File: src/rtl/alu8_arbiter_ctrl_pkg.sv
// Shared types for the two-requester ALU front end: opcodes, FSM states,
// and the requester id type used on the response channel.
package alu8_pkg;

    localparam int ID_W = 1;

    typedef logic [ID_W-1:0] req_id_t;

    typedef enum logic [2:0] {
        OP_ADD  = 3'd0,
        OP_SUB  = 3'd1,
        OP_MUL  = 3'd2,
        OP_AND  = 3'd3,
        OP_OR   = 3'd4,
        OP_NAND = 3'd5,
        OP_NOR  = 3'd6,
        OP_XOR  = 3'd7
    } alu_op_e;

    typedef enum logic [1:0] {
        ST_IDLE = 2'd0,
        ST_EXEC = 2'd1,
        ST_RESP = 2'd2
    } state_e;

endpackage

File: src/rtl/alu8_arbiter_ctrl_if.sv
// Command and response bus between the two command masters, the response
// consumer and the ALU front end.
//
// Handshake rules: a command transfers on a rising edge where reqN_valid and
// reqN_ready are both high; a response transfers on a rising edge where
// rsp_valid and rsp_ready are both high. A master holds its command fields
// stable while valid is high and it is waiting; the front end holds the
// response fields stable while rsp_valid is high and rsp_ready is low.
interface alu8_arbiter_ctrl_if #(
    parameter int CNT_W = 16
);
    import alu8_pkg::*;

    logic             req0_valid;
    logic             req0_ready;
    logic [2:0]       req0_operation;
    logic [7:0]       req0_operand_A;
    logic [7:0]       req0_operand_B;

    logic             req1_valid;
    logic             req1_ready;
    logic [2:0]       req1_operation;
    logic [7:0]       req1_operand_A;
    logic [7:0]       req1_operand_B;

    logic             rsp_valid;
    logic             rsp_ready;
    req_id_t          rsp_id;
    logic [15:0]      result;
    logic             carry_flag;
    logic             zero_flag;
    logic             busy;
    logic [CNT_W-1:0] ops_done;

    // Command masters and response consumer side.
    modport master (
        output req0_valid, req0_operation, req0_operand_A, req0_operand_B,
        output req1_valid, req1_operation, req1_operand_A, req1_operand_B,
        output rsp_ready,
        input  req0_ready, req1_ready,
        input  rsp_valid, rsp_id, result, carry_flag, zero_flag, busy, ops_done
    );

    // Front end side.
    modport slave (
        input  req0_valid, req0_operation, req0_operand_A, req0_operand_B,
        input  req1_valid, req1_operation, req1_operand_A, req1_operand_B,
        input  rsp_ready,
        output req0_ready, req1_ready,
        output rsp_valid, rsp_id, result, carry_flag, zero_flag, busy, ops_done
    );

endinterface

File: src/rtl/alu8_arbiter_ctrl_core.sv
// Combinational 8-bit ALU. ADD/SUB keep the 9-bit result with bit 8 as
// carry/borrow, MUL keeps the full product, logic ops are zero-extended.
module alu8_core
    import alu8_pkg::*;
(
    input  alu_op_e     op_i,
    input  logic [7:0]  a_i,
    input  logic [7:0]  b_i,
    output logic [15:0] result_o,
    output logic        carry_o,
    output logic        zero_o
);

    logic [8:0] sum;
    logic [8:0] diff;

    assign sum  = {1'b0, a_i} + {1'b0, b_i};
    assign diff = {1'b0, a_i} - {1'b0, b_i};

    // Opcode decode; the zero flag is taken from the final 16-bit result.
    always_comb begin
        result_o = 16'h0000;
        carry_o  = 1'b0;
        case (op_i)
            OP_ADD:  begin
                result_o = {7'b0, sum};
                carry_o  = sum[8];
            end
            OP_SUB:  begin
                result_o = {7'b0, diff};
                carry_o  = diff[8];
            end
            OP_MUL:  result_o = 16'(a_i) * 16'(b_i);
            OP_AND:  result_o = {8'h00, a_i & b_i};
            OP_OR:   result_o = {8'h00, a_i | b_i};
            OP_NAND: result_o = {8'h00, ~(a_i & b_i)};
            OP_NOR:  result_o = {8'h00, ~(a_i | b_i)};
            OP_XOR:  result_o = {8'h00, a_i ^ b_i};
            default: result_o = 16'h0000;
        endcase
        zero_o = (result_o == 16'h0000);
    end

endmodule

File: src/rtl/alu8_arbiter_ctrl.sv
// Round-robin front end sharing one ALU between two requesters. One
// operation is in flight at a time: IDLE accepts, EXEC registers the ALU
// output, RESP holds the response until the consumer takes it.
module alu8_arbiter_ctrl
    import alu8_pkg::*;
#(
    parameter int CNT_W = 16
) (
    input  logic                clk,
    input  logic                reset,
    alu8_arbiter_ctrl_if.slave  bus_if,
    output state_e              state_o
);

    state_e           state_q;
    req_id_t          last_grant_q;
    alu_op_e          op_q;
    logic [7:0]       a_q;
    logic [7:0]       b_q;
    req_id_t          id_q;

    logic             rsp_valid_q;
    req_id_t          rsp_id_q;
    logic [15:0]      result_q;
    logic             carry_q;
    logic             zero_q;
    logic [CNT_W-1:0] ops_done_q;

    logic             grant_valid;
    req_id_t          grant_id;
    logic [2:0]       sel_op;
    logic [7:0]       sel_a;
    logic [7:0]       sel_b;

    logic [15:0]      alu_result;
    logic             alu_carry;
    logic             alu_zero;

    // Arbitration: only in IDLE; on contention the requester that did not
    // win last time is granted.
    always_comb begin
        grant_valid = 1'b0;
        grant_id    = '0;
        if (state_q == ST_IDLE) begin
            if (bus_if.req0_valid && bus_if.req1_valid) begin
                grant_valid = 1'b1;
                grant_id    = ~last_grant_q;
            end else if (bus_if.req0_valid) begin
                grant_valid = 1'b1;
                grant_id    = 1'b0;
            end else if (bus_if.req1_valid) begin
                grant_valid = 1'b1;
                grant_id    = 1'b1;
            end
        end
    end

    // Select the granted requester's command fields for capture.
    always_comb begin
        sel_op = bus_if.req0_operation;
        sel_a  = bus_if.req0_operand_A;
        sel_b  = bus_if.req0_operand_B;
        if (grant_id == 1'b1) begin
            sel_op = bus_if.req1_operation;
            sel_a  = bus_if.req1_operand_A;
            sel_b  = bus_if.req1_operand_B;
        end
    end

    assign bus_if.req0_ready = grant_valid && (grant_id == 1'b0);
    assign bus_if.req1_ready = grant_valid && (grant_id == 1'b1);

    // The ALU only ever sees the captured command.
    alu8_core u_core (
        .op_i     (op_q),
        .a_i      (a_q),
        .b_i      (b_q),
        .result_o (alu_result),
        .carry_o  (alu_carry),
        .zero_o   (alu_zero)
    );

    // Control FSM with registered response fields and completion counter.
    always_ff @(posedge clk) begin
        if (reset) begin
            state_q      <= ST_IDLE;
            last_grant_q <= 1'b1;
            op_q         <= OP_ADD;
            a_q          <= 8'h00;
            b_q          <= 8'h00;
            id_q         <= '0;
            rsp_valid_q  <= 1'b0;
            rsp_id_q     <= '0;
            result_q     <= 16'h0000;
            carry_q      <= 1'b0;
            zero_q       <= 1'b0;
            ops_done_q   <= '0;
        end else begin
            case (state_q)
                ST_IDLE: begin
                    if (grant_valid) begin
                        op_q         <= alu_op_e'(sel_op);
                        a_q          <= sel_a;
                        b_q          <= sel_b;
                        id_q         <= grant_id;
                        last_grant_q <= grant_id;
                        state_q      <= ST_EXEC;
                    end
                end
                ST_EXEC: begin
                    result_q    <= alu_result;
                    carry_q     <= alu_carry;
                    zero_q      <= alu_zero;
                    rsp_id_q    <= id_q;
                    rsp_valid_q <= 1'b1;
                    state_q     <= ST_RESP;
                end
                ST_RESP: begin
                    if (bus_if.rsp_ready) begin
                        rsp_valid_q <= 1'b0;
                        ops_done_q  <= ops_done_q + CNT_W'(1);
                        state_q     <= ST_IDLE;
                    end
                end
                default: state_q <= ST_IDLE;
            endcase
        end
    end

    assign bus_if.rsp_valid  = rsp_valid_q;
    assign bus_if.rsp_id     = rsp_id_q;
    assign bus_if.result     = result_q;
    assign bus_if.carry_flag = carry_q;
    assign bus_if.zero_flag  = zero_q;
    assign bus_if.busy       = (state_q != ST_IDLE);
    assign bus_if.ops_done   = ops_done_q;
    assign state_o           = state_q;

endmodule

File: src/flat_wrapper.sv
// flat-port wrapper written by rule: the top's interface ports become plain ports
module alu8_arbiter_ctrl_flat import alu8_pkg::*;
#(
    parameter int CNT_W = 16
)
  (clk, reset, state_o, bus_if_req0_valid, bus_if_req0_operation, bus_if_req0_operand_A, bus_if_req0_operand_B, bus_if_req1_valid, bus_if_req1_operation, bus_if_req1_operand_A, bus_if_req1_operand_B, bus_if_rsp_ready, bus_if_req0_ready, bus_if_req1_ready, bus_if_rsp_valid, bus_if_rsp_id, bus_if_result, bus_if_carry_flag, bus_if_zero_flag, bus_if_busy, bus_if_ops_done);
  alu8_arbiter_ctrl_if #(.CNT_W(CNT_W)) bus_if_i ();
  input  logic clk;
  input  logic reset;
  output state_e state_o;
  input wire logic [$bits(bus_if_i.req0_valid)-1:0] bus_if_req0_valid;
  input wire logic [$bits(bus_if_i.req0_operation)-1:0] bus_if_req0_operation;
  input wire logic [$bits(bus_if_i.req0_operand_A)-1:0] bus_if_req0_operand_A;
  input wire logic [$bits(bus_if_i.req0_operand_B)-1:0] bus_if_req0_operand_B;
  input wire logic [$bits(bus_if_i.req1_valid)-1:0] bus_if_req1_valid;
  input wire logic [$bits(bus_if_i.req1_operation)-1:0] bus_if_req1_operation;
  input wire logic [$bits(bus_if_i.req1_operand_A)-1:0] bus_if_req1_operand_A;
  input wire logic [$bits(bus_if_i.req1_operand_B)-1:0] bus_if_req1_operand_B;
  input wire logic [$bits(bus_if_i.rsp_ready)-1:0] bus_if_rsp_ready;
  output wire logic [$bits(bus_if_i.req0_ready)-1:0] bus_if_req0_ready;
  output wire logic [$bits(bus_if_i.req1_ready)-1:0] bus_if_req1_ready;
  output wire logic [$bits(bus_if_i.rsp_valid)-1:0] bus_if_rsp_valid;
  output wire logic [$bits(bus_if_i.rsp_id)-1:0] bus_if_rsp_id;
  output wire logic [$bits(bus_if_i.result)-1:0] bus_if_result;
  output wire logic [$bits(bus_if_i.carry_flag)-1:0] bus_if_carry_flag;
  output wire logic [$bits(bus_if_i.zero_flag)-1:0] bus_if_zero_flag;
  output wire logic [$bits(bus_if_i.busy)-1:0] bus_if_busy;
  output wire logic [$bits(bus_if_i.ops_done)-1:0] bus_if_ops_done;
  assign bus_if_i.req0_valid = bus_if_req0_valid;
  assign bus_if_i.req0_operation = bus_if_req0_operation;
  assign bus_if_i.req0_operand_A = bus_if_req0_operand_A;
  assign bus_if_i.req0_operand_B = bus_if_req0_operand_B;
  assign bus_if_i.req1_valid = bus_if_req1_valid;
  assign bus_if_i.req1_operation = bus_if_req1_operation;
  assign bus_if_i.req1_operand_A = bus_if_req1_operand_A;
  assign bus_if_i.req1_operand_B = bus_if_req1_operand_B;
  assign bus_if_i.rsp_ready = bus_if_rsp_ready;
  assign bus_if_req0_ready = bus_if_i.req0_ready;
  assign bus_if_req1_ready = bus_if_i.req1_ready;
  assign bus_if_rsp_valid = bus_if_i.rsp_valid;
  assign bus_if_rsp_id = bus_if_i.rsp_id;
  assign bus_if_result = bus_if_i.result;
  assign bus_if_carry_flag = bus_if_i.carry_flag;
  assign bus_if_zero_flag = bus_if_i.zero_flag;
  assign bus_if_busy = bus_if_i.busy;
  assign bus_if_ops_done = bus_if_i.ops_done;
  alu8_arbiter_ctrl #(.CNT_W(CNT_W)) u_core (.clk(clk), .reset(reset), .bus_if(bus_if_i), .state_o(state_o));
endmodule
File: config.mk
export PLATFORM = sky130hd
export DESIGN_NAME = alu8_arbiter_ctrl_flat
export DESIGN_NICKNAME = d
export VERILOG_FILES = /design/src/rtl/alu8_arbiter_ctrl_pkg.sv /design/src/rtl/alu8_arbiter_ctrl_if.sv /design/src/rtl/alu8_arbiter_ctrl_core.sv /design/src/rtl/alu8_arbiter_ctrl.sv /design/src/flat_wrapper.sv
export SDC_FILE = /design/constraint.sdc
export NUM_CORES = 1
export LEC_CHECK = 0
export ABC_CLOCK_PERIOD_IN_PS = 5200
export BUFFER_PORTS_ARGS = -buffer_cell sky130_fd_sc_hd__buf_2
export CAP_MARGIN = 15
export CELL_PAD_IN_SITES_DETAIL_PLACEMENT = 1
export CELL_PAD_IN_SITES_GLOBAL_PLACEMENT = 2
export CORE_UTILIZATION = 30
export CTS_CLUSTER_DIAMETER = 200
export DETAILED_ROUTE_END_ITERATION = 7
export PLACE_DENSITY = 0.7
export SLEW_MARGIN = 0
export SYNTH_ARGS = -nofsm -noshare
export SYNTH_HDL_FRONTEND = slang
export SYNTH_SLANG_ARGS = --single-unit
File: constraint.sdc
create_clock -name clk -period 5.2 [get_ports clk]
set_input_delay 0.26 -clock clk [delete_from_list [all_inputs] [get_ports clk]]
set_output_delay 0.26 -clock clk [all_outputs]
set_load 0.02 [all_outputs]
Yosys cells after proc, flatten, opt, wreduce, memory -nomap -nowiden
Index checks and enable logic that the tools add are counted.
{ "totals": {"regBits": 59, "in_bits": 43} }
{ "op_classes": {"mux": 17, "addsub": 3, "n_mul": 1, "n_eq_ne": 11, "n_bitwise": 7, "reduce_logical": 12} }
{ "op_table": {"columns": ["operator", "count"], "rows": [
  ["case mux 16 bit (8 select lines)", 1],
  ["adder 16 x 1 -> 16 bit, second input constant", 1],
  ["logical NOT 16 bit", 1],
  ["multiplier 8 x 8 -> 16 bit", 1],
  ["2-to-1 mux 8 bit", 2],
  ["inverter 8 bit", 2],
  ["== test 3 bit, second input constant", 4],
  ["adder 8 x 8 -> 9 bit", 1],
  ["subtractor 8 x 8 -> 9 bit", 1],
  ["bitwise AND 8 bit", 1],
  ["2-to-1 mux 1 bit", 8],
  ["bitwise OR 8 bit", 1],
  ["AND reduction 2 bit", 4],
  ["XOR 8 bit", 1],
  ["== test 3 x 2 -> 1 bit, second input constant", 2],
  ["case mux 2 bit (3 select lines)", 1],
  ["2-to-1 mux 2 bit", 2],
  ["case mux 1 bit (2 select lines)", 2],
  ["nonzero test 2 bit", 2],
  ["== test 3 x 1 -> 1 bit, second input constant", 1],
  ["logical AND 1 bit", 3],
  ["logical NOT 3 bit", 1],
  ["2-to-1 mux 3 bit", 1],
  ["== test 2 x 1 -> 1 bit, second input constant", 1],
  ["other kinds (5)", 6]
]} }

Depth between registers and ports, before layout
{ "depth": {"ltp_word": 6, "mapped_depth": 20} }

Modules after synthesis
A second synthesis with hierarchy kept.
{ "unflattened": {"cells_unflattened": 691, "area_unflattened_um2": 5656.7} }
{ "by_module_without_submodules": {"columns": ["module", "seq_area_each_um2", "n_inst", "area_each_um2", "cells_per_inst"], "rows": [
  ["alu8_core", 0.0, 1, 3389.5, 436],
  ["alu8_arbiter_ctrl", 1181.1, 1, 2267.2, 255]
]} }

Worst setup path after synthesis
Ideal clock, no wire load.
{ "synth_timing": {"path_kind": "register -> register", "start": "reg u_core.a_q[1]", "end": "reg u_core.zero_q, in the netlist u_core.bus_if.zero_flag", "setup_slack_ns": 0.451, "required_ns": 5.141, "arrival_ns": 4.690, "stages_incl_launch_ff": 19, "n_path_buf": 0, "synth_period_minus_slack_ns": 4.749, "cell_sequence": "dfxtp_1 > inv_1 > nor2_1 > fa_1 > fa_1 > fa_1 > inv_1 > fa_1 > inv_1 > ha_1 > a21oi_1 > o21ai_0 > a311oi_1 > xnor2_1 > nor2_1 > a211o_1 > nor4_1 > and4_1 > a31o_1"} }
{ "synth_between": {"elab_chain_len": 4} }
{ "synth_rtl": {"columns": ["item", "line_no", "text"], "rows": [
  ["start, declared", "alu8_arbiter_ctrl.sv:18", "logic [7:0] a_q;"],
  ["start signal, assigned", "alu8_arbiter_ctrl.sv:103", "a_q <= sel_a;"],
  ["parallel branches: the longest is 2 deep, another holds multiplier 8 x 8 -> 16 bit", null, null],
  ["case mux 16 bit (8 select lines) (*)", "alu8_arbiter_ctrl_core.sv:24", "case (op_i)"],
  ["logical NOT 16 bit (*)", "alu8_arbiter_ctrl_core.sv:41", "zero_o = (result_o == 16'h0000);"],
  ["end signal, assigned", "alu8_arbiter_ctrl.sv:113", "zero_q <= alu_zero;"],
  ["end, declared", "alu8_arbiter_ctrl.sv:26", "logic zero_q;"]
]} }
Every way passes the cells marked *.
A chain may end at the register's enable or synchronous reset.

Final worst setup path
Same ends and word-level chain as after synthesis.

==> results.md <==
- Tmin final: about 5000 ps
- Worst setup SP type: register
- First-pass GRT wire length: about 30000 µm
- Vias in the first global route: ~5700
- Critical Path Sink Type: register
- Area leader, netlist: dfxtp_1
- Initial core utilization: just over 30%
- Wire per inst: 19.2 µm
- Largest net degree at the start of global routing: just over 60
- Synth Instances: 700
- Final instance area: 0.00668 mm²
- Area after DPL: 0.00624 mm²
- Cell breakdown of the critical path: inv_1 -> nor2_1 -> fa_1 -> fa_1 -> fa_1 -> inv_1 -> fa_1 -> inv_1 -> ha_1 -> a21oi_1 -> o21ai_0 -> a311oi_2 -> buf_4 -> xnor2_1 -> nor2_1 -> a211o_1 -> nor4_2 -> and4_1 -> a31o_1
- Clock tree sinks: 59
- Gr usage total: 21.3%
- Post-synthesis async set-or-reset flop share: 0%
- Num ports: 84
- Initial antenna violation count: 0
- Final setup fails: 0
- Final wirelength: 19700 µm
- CTS clk-pin slew, worst paths: 50 ps
- Synth Warn #: 0
- Most frequent CP cell: fa_1
- H-Tree Depth: 3
- HP Class: primary input to register
- Max incr delay on CP: 540 ps
- Pwr dens: between 200 and 300 mW/mm²
- Core Box Area: 0.0180 mm²
- VDD IR-drop max: 0.156 mV
- Die W: 138 µm
- Starting DRT DRC Count: approximately 190
- Top-count cell post-synth: nor2_1
- Max-cap violations: 0
- Critical path fanouts, max: 4
- Highest Clock Rate: 196 MHz
- Worst Path Required: 5480 ps
- Final net count: around 930
- Mapped Nets: 842
- Final Wtd Congestion: approximately 0.91
- P_leak: about 3.1 nW
- CTS root buf: clkbuf_16
- PortBufs: 83
- Fin crit share: 98.1%
- Vias per cell: 5.20
- Drt pass-1 iters: 4
- CTS max path bufs: 2
- Slew HR: 36.8%
- Vias post-DR: 5330
- Antenna Nets Post-Route: 0
- # DRC: 0
- Status: completed
- Skew-Pair Late Insertion Delay: 330 ps
- Hold_buf cts: 0
- Cell variety after synth: 58
- Crit path arrival time: 5380 ps
- Congestion Overflow GR: 0
- Hold Vio Cnt, Final: 0
- CP max-delay cell: fa_1
- Syn avg cell area: slightly below 8 µm²
- Diodes inserted: 0
- Top cell type's share of synthesized area: 21.4%
- Top cells by area, synth: dfxtp_1 21%, ha_1 14%, fa_1 14%, nor2_1 6.3%, a21oi_1 5.8%
- Row count: 49
- Hold_ws: between 150 and 200 ps
- Critical path class: register to register
- Die Area: about 0.019 mm²
- Synth cell count leaders: 92 x nor2_1, 83 x nand2_1, 75 x inv_1
- Fin Clk Skew: 5.19 ps
- Synthesis-to-finish area growth: 21.0%
- CTS tree: built
- Detail Placement HPWL: approximately 16000 µm
- Sequential area share after synthesis: 21.4%
- Top_reg_cell synth: dfxtp_1
- Max Slew Vio Count: 0
- Num CTS Buffers: 9
- Mapped Area: 0.00552 mm²
- #FFs+latches synth: 59
- Least-Margin Pin Slew: 948 ps
- Share of layout cells above drive strength 1: 21.5%
- Die height: 138 µm
- Number of flops mapped to enable cells by yosys: 0
-- critical path, delay by kind of cell (launching register included) --
kind	cells	cell delay, ps
AOI/OAI and AO/OA	5	970
xor gates and xnor gates	1	110
adders and majority gates	5	2470
buffers and inverters	4	440
DFF	1	340
and+or+nand+nor	4	730
-- what timing repair did --
item | CTS | global route
setup endpoints to repair | 2 | 2
setup buffers | 2 | 7
pin swaps | 0 | 1
gates resized for setup | 4 | 31
-- where the power goes --
part / switching [mW] / internal [mW]
clock network: 0.222 / 0.349
registers: 0.0415 / 0.485
logic: 0.422 / 0.252
total: 0.685 / 1.08
-- cell families (layout without fill, tap and decap cells) --
kind of cell | count (synthesis) | in the layout | share of synthesized area, %
flops | 59 | 59 | 21.4
fa+ha+maj | 99 | 99 | 27.6
xor+xnor | 32 | 32 | 5.08
simple gates | 234 | 234 | 18.6
mux | 9 | 9 | 1.70
buf+inv | 112 | 208 | 7.98
compound gates | 155 | 155 | 17.6
-- final timing paths --
kind         cells past startpoint                      from  slack [ps]                       to
max                             19             u_core.a_q[1]         100  u_core.bus_if.zero_flag
min                              3  bus_if_req0_operand_B[4]         170            u_core.b_q[4]
max reg2reg                     19             u_core.a_q[1]         100  u_core.bus_if.zero_flag
min reg2reg                      2   u_core.bus_if.result[2]         460  u_core.bus_if.result[2]
-- stage by stage --
stage / TNS, ps / worst slack, ps / total power [mW] / util, % / instances
after floorplan: 0 / 451 / 0.955 / - / 700
after global placement: 0 / 135 / 1.17 / 34.7 / 1000
after detailed placement: -37.6 / -37.6 / 1.18 / 34.7 / 1000
after CTS: 0 / 5.32 / 1.77 / 36.5 / 1018
after global routing: -73.7 / -73.7 / 1.88 / 37.2 / 1025
final: 0 / 99.9 / 1.77 / 37.2 / 1025
-- layer usage --
metal	track usage [%]	vias up	share of wire (%)
met5	0	-	0
met4	6.78	0	1.8
met3	3.35	23	3.7
met2	37.2	125	50
met1	26.7	2664	45
li1	-	2518	-
-- cells in the final DEF, fill, tap and decap left out, types with 9 or more instances in the layout --
cell        n
a211oi_1   11
xor2_1     21
a21oi_1    63
nand2_1    83
dfxtp_1    51
nand3_1    12
inv_1      65
xnor2_1    11
buf_4      32
fa_1       38
o21ai_0    17
nor2_2      9
nor3_1     10
a22oi_1    20
buf_2      83
clkbuf_16   9
nor2_1     83
ha_1       59
-- sequential cells by signal, indices dropped and copies added (netlist names) --
name,count
u_core.op_q,3
u_core.bus_if.rsp_id,1
u_core.bus_if.rsp_valid,1
u_core.bus_if.carry_flag,1
u_core.state_o,2
u_core.bus_if.ops_done,16
u_core.b_q,8
u_core.a_q,8
u_core.id_q,1
u_core.bus_if.zero_flag,1
u_core.last_grant_q,1
u_core.bus_if.result,16
-- final cells by class --
class / instances / area (µm²)
inverter: 77 / 308
clock inverter: 5 / 36.3
sequential: 59 / 1190
fill: 2189 / 11300
tap: 229 / 287
clock buffer: 11 / 253
timing repair buffer: 115 / 656
multi-input combinational: 529 / 3940
Note: power is estimated with default switching activity, not from simulation.
